==> config.mk <==
export PLATFORM = sky130hd
export DESIGN_NAME = mult_div_sequencer
export DESIGN_NICKNAME = d
export VERILOG_FILES = /design/src/rtl/mult_div_sequencer.sv
export SDC_FILE = /design/constraint.sdc
export NUM_CORES = 1
export LEC_CHECK = 0
export BUFFER_PORTS_ARGS = -buffer_cell sky130_fd_sc_hd__buf_2
export CORE_MARGIN = 2
export CORE_UTILIZATION = 48
export DETAILED_ROUTE_END_ITERATION = 8
export PLACE_DENSITY_LB_ADDON = 0.05
export SKIP_LAST_GASP = 1
export SYNTH_ARGS = -nofsm -noshare
export SYNTH_HDL_FRONTEND = slang
export SYNTH_SLANG_ARGS = --single-unit
==> constraint.sdc <==
create_clock -name clk -period 6.65 [get_ports clk]
set_input_delay 0 -clock clk [delete_from_list [all_inputs] [get_ports clk]]
set_output_delay 0 -clock clk [all_outputs]
set_load 0.02 [all_outputs]
==> src/rtl/mult_div_sequencer.sv <==
// mult_div_sequencer: iterative MULT/MULTU/DIV/DIVU sequencer for the HI/LO datapath.
// Radix-2 shift-add multiplier and restoring divider, one iteration per cycle.
// Optional MULT_DIV_EARLY_ZERO_EN: zero-operand multiply or zero-divisor divide skips RUN.
module mult_div_sequencer #(
    parameter int DATA_WIDTH = 32
) (
    input  logic                  clk,
    input  logic                  reset,
    input  logic                  start,
    input  logic [1:0]            op,
    input  logic [DATA_WIDTH-1:0] operand_a,
    input  logic [DATA_WIDTH-1:0] operand_b,
    input  logic                  flush,
    output logic                  stall_pipeline,
    output logic                  busy,
    output logic                  hi_lo_register_write,
    output logic [DATA_WIDTH-1:0] hi_out,
    output logic [DATA_WIDTH-1:0] lo_out
);
    localparam int W = DATA_WIDTH;
    localparam int CW = $clog2(W);
    typedef enum logic [1:0] {IDLE, RUN, DONE} state_t;
    state_t        state_q;
    logic [1:0]    op_q;
    logic          sa_q, sb_q;
    logic [CW-1:0] cnt_q;
    logic [W-1:0]  acc_hi_q, acc_lo_q, b_q, hi_q, lo_q;
    logic          sa_d, sb_d, borrow, launch, fin, early;
    logic [W-1:0]  abs_a, abs_b, step_hi, step_lo, res_hi, res_lo;
    logic [W:0]    sum, sh;
    logic [2*W-1:0] prod_c;

    // Operand magnitudes, one iteration step and final sign correction
    always_comb begin
        sa_d    = ~op[0] & operand_a[W-1];
        sb_d    = ~op[0] & operand_b[W-1];
        abs_a   = sa_d ? -operand_a : operand_a;
        abs_b   = sb_d ? -operand_b : operand_b;
        sum     = {1'b0, acc_hi_q} + (acc_lo_q[0] ? {1'b0, b_q} : '0);
        sh      = {acc_hi_q, acc_lo_q[W-1]};
        borrow  = sh < {1'b0, b_q};
        step_hi = op_q[1] ? (borrow ? sh[W-1:0] : sh[W-1:0] - b_q) : sum[W:1];
        step_lo = op_q[1] ? {acc_lo_q[W-2:0], ~borrow} : {sum[0], acc_lo_q[W-1:1]};
        prod_c  = (sa_q ^ sb_q) ? -{acc_hi_q, acc_lo_q} : {acc_hi_q, acc_lo_q};
        res_hi  = op_q[1] ? (sa_q ? -acc_hi_q : acc_hi_q) : prod_c[2*W-1:W];
        res_lo  = op_q[1] ? ((sa_q ^ sb_q) ? -acc_lo_q : acc_lo_q) : prod_c[W-1:0];
        launch  = state_q == IDLE && start && !flush;
        fin     = state_q == DONE && !flush;
`ifdef MULT_DIV_EARLY_ZERO_EN
        early   = op[1] ? operand_b == '0 : (operand_a == '0 || operand_b == '0);
`else
        early   = 1'b0;
`endif
    end

    assign stall_pipeline       = (state_q == IDLE && start) || state_q == RUN;
    assign busy                 = state_q != IDLE;
    assign hi_lo_register_write = fin;
    assign hi_out               = fin ? res_hi : hi_q;
    assign lo_out               = fin ? res_lo : lo_q;

    // Sequencer FSM with accumulators; multiply keeps multiplier in acc_lo, divide keeps quotient there
    always_ff @(posedge clk or posedge reset) begin
        if (reset) begin
            state_q  <= IDLE;
            op_q     <= '0;
            sa_q     <= 1'b0;
            sb_q     <= 1'b0;
            cnt_q    <= '0;
            acc_hi_q <= '0;
            acc_lo_q <= '0;
            b_q      <= '0;
            hi_q     <= '0;
            lo_q     <= '0;
        end else begin
            case (state_q)
                IDLE: if (launch) begin
                    op_q     <= op;
                    sa_q     <= sa_d;
                    sb_q     <= sb_d;
                    cnt_q    <= CW'(W - 1);
                    b_q      <= op[1] ? abs_b : abs_a;
                    acc_hi_q <= (early && op[1]) ? abs_a : '0;
                    acc_lo_q <= early ? (op[1] ? '1 : '0) : (op[1] ? abs_a : abs_b);
                    state_q  <= early ? DONE : RUN;
                end
                RUN: if (flush) begin
                    state_q <= IDLE;
                end else begin
                    acc_hi_q <= step_hi;
                    acc_lo_q <= step_lo;
                    cnt_q    <= cnt_q - 1'b1;
                    if (cnt_q == '0) state_q <= DONE;
                end
                DONE: begin
                    state_q <= IDLE;
                    if (!flush) begin
                        hi_q <= res_hi;
                        lo_q <= res_lo;
                    end
                end
                default: state_q <= IDLE;
            endcase
        end
    end
endmodule

# Word level (Yosys, flattened, before mapping)

Index checks and enable logic that the tools add are counted.

Register bits: 171
Word-level logic and storage cells: 71
Output and inout bits: 67

Muxes and demuxes: 28
Bitwise gates (word level): 6
Eq/ne operators: 5
Magnitude comparators: 1
Reductions and logical operators: 13
Add/sub/neg operators: 8

Operators by type and width:

| kind                  | count |
|---|---|
| $mux W32              | 18 |
| $neg A32 Y32          | 4 |
| $pmux W32 S2          | 2 |
| $mux W64              | 1 |
| $neg A64 Y64          | 1 |
| $add A32 B32 Y33      | 1 |
| $lt A33 B32 Y1        | 1 |
| $sub A32 B32 Y32      | 1 |
| $mux W5               | 2 |
| $pmux W5 S2           | 1 |
| $mux W2               | 3 |
| $reduce_and A2 Y1     | 3 |
| $logic_not A5 Y1      | 1 |
| $sub A5 B1 Y5 const B | 1 |
| $ne A2 B2 Y1 const B  | 2 |
| $pmux W2 S2           | 1 |
| $reduce_bool A2 Y1    | 2 |
| $logic_and A1 B1 Y1   | 3 |
| $ne A3 B2 Y1 const B  | 1 |
| $not A1 Y1            | 3 |
| $reduce_and A3 Y1     | 1 |
| $and A1 B1 Y1         | 2 |
| $eq A2 B1 Y1 const B  | 1 |
| $eq A2 B2 Y1 const B  | 1 |
| 4 further kinds       | 4 |

# Depth between registers and ports, before layout

Gate-level depths: netlist (run 1).

Depth in word-level cells: 6
Gate-level depth with buffers: 15
Mapped depth without buffers: 14

# Worst setup path after synthesis (run 1)

OpenSTA, ideal clock, no wires.

Path kind: register -> register
From: reg acc_hi_q[14]
To: reg hi_q[28]
Setup slack: 3.131 ns
Clock period less this slack: 3.519 ns
Buffers on the path: 1
Data arrival time: 3.334 ns
Stages on the path, launching flop included: 11
Cell sequence: dfrtp_1 buf_2 or4_1 or2_1 or3_1 or4_1 or2_2 nor4_1 a21oi_1 xnor2_1 o21ai_0

Longest elaborated chain between the ends: 3
Elaborated cells between the ends (all ways): 5

Ends and longest elaborated chain:

| item                                         | RTL line | text |
|---|---|---|
| from (decl)                                  | 27       | `logic [W-1:0] acc_hi_q, acc_lo_q, b_q, hi_q, lo_q;` |
| from (signal assigned)                       | 83       | `acc_hi_q <= (early && op[1]) ? abs_a : '0;` |
| from (signal assigned)                       | 90       | `acc_hi_q <= step_hi;` |
| $neg A64 Y64 or $neg A32 Y32 (tied branches) | 44, 45   |  |
| $mux W64 or $mux W32 (tied branches)         | 44, 45   |  |
| $mux W32 *                                   | 45       | `res_hi = op_q[1] ? (sa_q ? -acc_hi_q : acc_hi_q) : prod_c[2*W-1:W];` |
| to (signal assigned)                         | 98       | `hi_q <= res_hi;` |
| to (decl)                                    | 27       |  |

Mark *: on every way between the ends. The rest lies on a longest branch, timed or not.
A chain may end at the register's enable or synchronous reset.

# Worst setup path after layout (run 1)

From: reg acc_lo_q[10]
To: out hi_out[21]

Longest elaborated chain between the ends: 4

Ends and longest elaborated chain:

| item                   | RTL line | text |
|---|---|---|
| from (decl)            | 27       |  |
| from (signal assigned) | 84       | `acc_lo_q <= early ? (op[1] ? '1 : '0) : (op[1] ? abs_a : abs_b);` |
| from (signal assigned) | 91       | `acc_lo_q <= step_lo;` |
| $neg A64 Y64           | 44       | `prod_c = (sa_q ^ sb_q) ? -{acc_hi_q, acc_lo_q} : {acc_hi_q, acc_lo_q};` |
| $mux W64               | 44       |  |
| $mux W32               | 45       |  |
| $mux W32               | 59       | `assign hi_out = fin ? res_hi : hi_q;` |
| to (decl)              | 17       | `output logic [DATA_WIDTH-1:0] hi_out,` |

No other way between the ends.

==> run metrics, run 1 <==
Pins Over Slew Limit=0; worst-margin pin slew=1.20 ns; gpl congestion=0.911; CTS Sinks=170; Reg clk slew, reported paths=0.08 ns; busiest layer in global routing=met1; Max Freq=241 MHz; PostCTS Resize Cnt=0; placed cell areas=14800 µm²; drt pass-1 iters=5; fin util=54.1%; Leak Pwr=7.06 nW; slowest CP cell=nor4_1; GR Layer Usage met1=43.1%; post-synthesis average cell area=7.73 µm²; Comb pwr share=58.2%; cell area after synthesis=13900 µm²; initial DRC count=1179; Die Area=30300 µm²; crit-path max cell delay=0.62 ns; part of the power in registers=25.7%; Yosys warnings=0; startpoint types=flip-flop; crit-path leading delay family=simple AND/OR/NAND/NOR gates; reg2reg path depth=12; clk_skew=0.0152 ns; simple-gate area share of the yosys netlist=18.5%; core area=28600 µm²; minimum clock period=4.14 ns; largest family of logic cells by synthesized area=compound AO/OA/AOI/OAI gates; DP HPWL=32600 µm; clk_lat worst skew=0.46 ns; status=completed; GRT Util Overall=28.5%; number of hold buffers added after CTS=5; Worst Path Arrival=4.14 ns; Setup TNS=0 ns; Inserted Clock Buffers=17; Routed Antenna Nets=0; top cells by count, synth=227 x o21ai_0, 211 x nand2_1, 186 x nor2_1; Setup CP Type=flip-flop to output pin; Post-Route WL=43100 µm; total global routing overflow=0; hold_sp=operand_a[24]; Final Cell Area=15500 µm²; Layout area overhead=11.3%; # fillers=2774; Endpoint, Worst Hold=b_q[24]$_DFFE_PP0P_; Buf/Inv on CP=1; number of synthesized flops with an enable pin=0; num ports=137; Sw Share=48.9%; I/O Buffers=136; post-CTS setup buffer count=0; fin crit share=62.3%; initial antenna violation count=0; Root Driver=clkbuf_16; H-Tree Depth=4; Peak VDD IR=0.235 mV; Slew headroom=19.9%; met2 Resource Use GR=41.5%; Gate Count Post-Synth=1798; R2R Path End=acc_hi_q[20]$_DFFE_PP0P_; CTS tree=done; Internal=3.42 mW; Hold Crit Class=input port to flip-flop; largest net degree at the start of global routing=108; DR WL/cell=19.1 µm; Power Density=433 nW/µm²; site row count=62; CP Capture Type=output pin; Die Wd=174 µm; Worst Path Max Fanout=6; Via Count=13213; DRC=0; Clock Power Share=16.2%; Power Total=6.70 mW; met3 Use GR=5.16%; first-pass GRT wire length=68200 µm; flop2flop setup slack=2.53 ns; mux cell area share after synthesis=2.90%; deepest clock path buffer count=2; NetSw=3.28 mW; most common cell in the netlist=o21ai_0; flops & latches, synth=170; layout cells sized above 1=10.7%; max-cap violation count=0; most used cell, CP=or3b_1; RSZ-0062 raised after global routing=false; Area contributors post-synth=dfrtp_1 31%, o21ai_0 8.2%, xnor2_1 6.6%; worst r2r src=acc_hi_q[5]$_DFFE_PP0P_; vias per cell=5.85; Synth top area share=30.6%; adder-cell share of the synthesized area=6.59%; Synth Area in XOR/XNOR=11.4%; Yosys top cell by area=dfrtp_1; worst path cell trace=nor4_1, and4b_1, or3b_1, or3b_1, nand2b_1, nor2_1, a211o_1, nand2_1, xnor2_1, o21ai_0, buf_2; commonest register cell after synthesis=dfrtp_1; number of global-route vias before repair=12257; Syn Nets=1940; Cells on Worst Hold Path=4; Async SR Flop Fraction=100%; Yosys cell types=66; endpoints failing hold=0; nets@finish=2005; Final setup viols=0; post-synthesis compound-gate area fraction=25.2%; initial core utilization=48.6%; Critical Path RT=6.65 ns; Antenna diodes=0; Die Y=174 µm; register area share after synthesis=30.6%
## power groups by stage
stage | Sequential, mW | Combinational [mW] | Clock (mW)
floorplan | 1.49 | 3.06 | 0
global placement | 1.71 | 3.81 | 0
detailed placement | 1.72 | 3.82 | 0
CTS | 1.70 | 3.84 | 1.10
global route | 1.76 | 4.31 | 1.15
finish | 1.72 | 3.90 | 1.08
## logic make-up (layout without fill, tap and decap cells)
logic type	count (synthesis)	after routing
muxes	40	40
AOI/OAI and AO/OA	589	589
and+or+nand+nor	570	570
DFF	170	170
xor gates and xnor gates	181	181
buffers and inverters	176	254
adders and majority gates	72	72
## layer usage
layer / vias to the layer above / part of all wire, %
li1: 6521 / -
met1: 6215 / 49
met4: 0 / 1.9
met2: 430 / 42
met5: - / 0
met3: 47 / 6.5
## worst register-to-register path: stages, from the launching register on
cell and delay [ns]:
dfrtp_1 0.52, ha_1 0.45, a21o_1 0.23, a211o_1 0.26, o21ai_0 0.28, nand3_1 0.19
a41o_1 0.34, a31oi_4 0.85, buf_4 0.39, and2_1 0.25, a22o_1 0.15, a21oi_1 0.04
o21ai_0 0.09
## state kept, by name, indices dropped and copies added, names as in the netlist
name and count:
state_q 2, sb_q 1, b_q 32, cnt_q 5, acc_lo_q 32, acc_hi_q 32
hi_q 32, sa_q 1, lo_q 32, op_q 1
## stage by stage
stage	std cells	setup slack, ns	hold WS (ns)
final	2260	2.51	0.0277
after global routing	2260	2.23	0.0300
after CTS	2260	2.51	0.0100
after detailed placement	2223	2.61	0.267
after global placement	2223	2.70	0.275
after floorplan	1798	2.05	0.196
## area by class of cell
| type | instances | area [µm²] | share of cell area, % |
|---|---|---|---|
| multi-input cells | 1452 | 9020 | 58.3 |
| repair buffers | 156 | 843 | 5.45 |
| flip-flops and latches | 170 | 4260 | 27.5 |
| clock inverters | 13 | 175 | 1.13 |
| well taps | 384 | 480 | 3.10 |
| clock buffers | 19 | 453 | 2.93 |
| inverters | 66 | 253 | 1.63 |
## how the worst max path moves through the flow
stage / from / to / slack [ns] / cells after the start
2_1_floorplan: reset / acc_hi_q[0]$_DFFE_PP0P_ / 2.05 / 1
6_report: acc_lo_q[10]$_DFFE_PP0P_ / hi_out[21] / 2.51 / 11
3_5_place_dp: acc_hi_q[5]$_DFFE_PP0P_ / acc_hi_q[20]$_DFFE_PP0P_ / 2.61 / 12
5_1_grt: acc_lo_q[10]$_DFFE_PP0P_ / hi_out[27] / 2.23 / 11
3_3_place_gp: acc_lo_q[0]$_DFFE_PP0P_ / acc_hi_q[30]$_DFFE_PP0P_ / 2.70 / 14
4_1_cts: acc_lo_q[10]$_DFFE_PP0P_ / hi_out[27] / 2.51 / 11
## placed cells by master (no fill, tap or decap), types with 10 or more instances in the layout
cell / instances
a211oi_1: 20
a21o_1: 25
a21oi_1: 166
a221o_1: 13
a31oi_1: 17
buf_2: 136
buf_4: 15
clkbuf_16: 17
dfrtp_1: 169
ha_1: 70
inv_1: 65
mux2i_1: 38
nand2_1: 209
nand2b_1: 20
nand3_1: 19
nor2_1: 186
nor3_1: 36
nor4_1: 14
o211ai_1: 11
o21ai_0: 227
o22a_1: 10
o31ai_1: 20
or3_1: 13
or4_1: 13
xnor2_1: 104
xor2_1: 77
Power figures use the tool's default switching activity.
==> run 2: changes to the inputs <==
==> constraint.sdc (replaced) <==
create_clock -name clk -period 4.3 [get_ports clk]
set_input_delay 0 -clock clk [delete_from_list [all_inputs] [get_ports clk]]
set_output_delay 0 -clock clk [all_outputs]
set_load 0.02 [all_outputs]
==> run metrics, run 2 (synthesis results as in run 1) <==
Antenna diodes=0 (unchanged); Root Driver=clkbuf_16; Setup TNS=0 ns (unchanged); Die Y=174 µm (unchanged); fin crit share=96.9%; site row count=62 (unchanged); worst-margin pin slew=1.07 ns (-0.125 ns); CTS tree=done; CTS Sinks=170 (unchanged); minimum clock period=4.17 ns; vias per cell=5.85 (about the same); layout cells sized above 1=11.4% (+0.66 points); most common cell after layout, fill and taps aside=o21ai_0; Final Cell Area=15600 µm² (+0.72%); Sw Share=48.7% (-0.20 points); Worst Path Max Fanout=5 (-1); placed cell areas=14900 µm² (+0.75%); part of the power in registers=25.2% (-0.5 points); Power Density=672 nW/µm² (+55%); Worst Path Arrival=4.17 ns (+0.03 ns); most frequent cells in the layout=227 x o21ai_0, 209 x nand2_1, 186 x nor2_1, 169 x dfrtp_1, 166 x a21oi_1; DR WL/cell=19.3 µm (+0.99%); largest net degree at the start of global routing=138 (+28%); Hold Crit Class=input port to flip-flop; GRT Util Overall=28.6% (+0.17 points); initial DRC count=1140 (-3.3%); Critical Path RT=4.30 ns (-2.35 ns); Die Wd=174 µm (unchanged); crit-path max cell delay=0.62 ns (about the same); gpl congestion=0.951 (+4.4%); footprint of the multi-input gates=9020 µm² (about the same); initial core utilization=48.6% (unchanged); slowest CP cell=nor3_1; Slew headroom=28.5% (+8.6 points); Via Count=13295 (+0.62%); Setup CP Type=flip-flop to output pin; Comb pwr share=58.9% (+0.7 points); initial antenna violation count=0 (unchanged); drt pass-1 iters=5 (unchanged); DRC=0 (unchanged); deepest clock path buffer count=2 (unchanged); fin util=54.5% (+0.39 points); startpoint types=flip-flop; nets@finish=2019 (+0.70%); total global routing overflow=0 (unchanged); status=completed; NetSw=5.11 mW (+56%); endpoints failing hold=0 (unchanged); post-CTS setup buffer count=0 (unchanged); Die Area=30300 µm² (unchanged); DP HPWL=33200 µm (+1.8%); Pins Over Slew Limit=0 (unchanged); core area=28600 µm² (unchanged); H-Tree Depth=4 (unchanged); area occupied by registers=4260 µm² (unchanged); first-pass GRT wire length=68400 µm (+0.43%); clk_lat worst skew=0.45 ns (about the same); worst path cell trace=nor3_1, nand3_1, or3b_1, or3b_1, nor2b_1, nor3_1, o21ai_1, a31oi_1, xnor2_1, o21ai_0, buf_2; Max Freq=240 MHz; Inserted Clock Buffers=17 (unchanged); RSZ-0062 raised after global routing=false; Layout area overhead=12.1%; Internal=5.37 mW (+57%); Leak Pwr=7.12 nW (+0.88%); clk_skew=0.0184 ns (+0.00321 ns); Routed Antenna Nets=0 (unchanged); number of global-route vias before repair=12249 (-0.065%); # fillers=2772 (-0.072%); Final setup viols=0 (unchanged); Post-Route WL=43800 µm (+1.6%); num ports=137 (unchanged); Clock Power Share=15.9% (-0.3 points); max-cap violation count=0 (unchanged); Reg clk slew, reported paths=0.06 ns (-0.02 ns); Peak VDD IR=0.368 mV (+57%); I/O Buffers=136 (unchanged); CP Capture Type=output pin
-- run 2: changes by cell type in the layout (fill, tap and decap cells not counted), moves of 2 or more --
cell      delta
buf_4       +13
clkbuf_8     -2
clkinv_2     +2
clkinv_4     +4
inv_6        -4
-- run 2: path summary, 6_finish.rpt --
| check | from | to | slack [ns] | cells after the start |
|---|---|---|---|---|
| setup / recovery | acc_lo_q[0]$_DFFE_PP0P_ | hi_out[27] | 0.13 | 11 |
| hold / removal | operand_a[0] | b_q[0]$_DFFE_PP0P_ | 0.02 | 3 |
| setup reg to reg | acc_lo_q[0]$_DFFE_PP0P_ | acc_hi_q[28]$_DFFE_PP0P_ | 0.53 | 13 |
| hold reg to reg | hi_q[18]$_DFFE_PP0P_ | hi_q[18]$_DFFE_PP0P_ | 0.48 | 2 |
| max in group asynchronous | reset | op_q[1]$_DFFE_PP0P_ | 2.84 | 4 |
| min in group asynchronous | reset | hi_q[3]$_DFFE_PP0P_ | 0.24 | 3 |
-- run 2: through the flow --
| step | worst slack [ns] | total power [mW] | hold slack, ns | cells |
|---|---|---|---|---|
| floorplan | 0.781 | 7.03 | 0.196 | 1798 |
| finish | 0.135 | 10.5 | 0.0218 | 2274 |
| detailed placement | 0.546 | 8.70 | 0.170 | 2237 |
| global route | 0.0222 | 11.3 | 0.0295 | 2274 |
| CTS | 0.121 | 10.4 | 0.00483 | 2274 |
| global placement | 0.663 | 8.63 | 0.165 | 2237 |
-- run 2: layer usage --
layer,track usage [%],vias up,part of all wire (%)
met5,0,-,0
met4,7.39,0,1.9
met3,4.81,44,6.7
met2,42.5,483,42
met1,43.0,6222,49
li1,-,6546,-
-- run 2: layout make-up --
class | count | area share, %
clock buffers | 18 | 2.75
clock inverters | 14 | 1.21
inverters | 66 | 1.64
multi-input cells | 1452 | 57.9
flip-flops and latches | 170 | 27.3
well taps | 384 | 3.08
repair buffers | 170 | 6.16
-- run 2: worst max-delay path, delay by kind of cell, from the launching register on --
family	cells	cell delay, ns
simple gates	6	2.17
buf+inv	1	0.23
flops	1	0.45
xor+xnor	1	0.15
compound gates	3	0.74
-- run 2: timing repair --
action                     CTS  global route
setup endpoints to repair    0             9
hold endpoints to repair    37             0
gates resized for setup      0             2
hold buffers                 5             0
-- run 2: power by group through the flow --
stage	clock [mW]	combinational [mW]	sequential, mW
CTS	1.69	6.10	2.61
global route	1.75	6.80	2.70
global placement	0	6.01	2.63
detailed placement	0	6.06	2.64
floorplan	0	4.73	2.30
finish	1.67	6.17	2.64
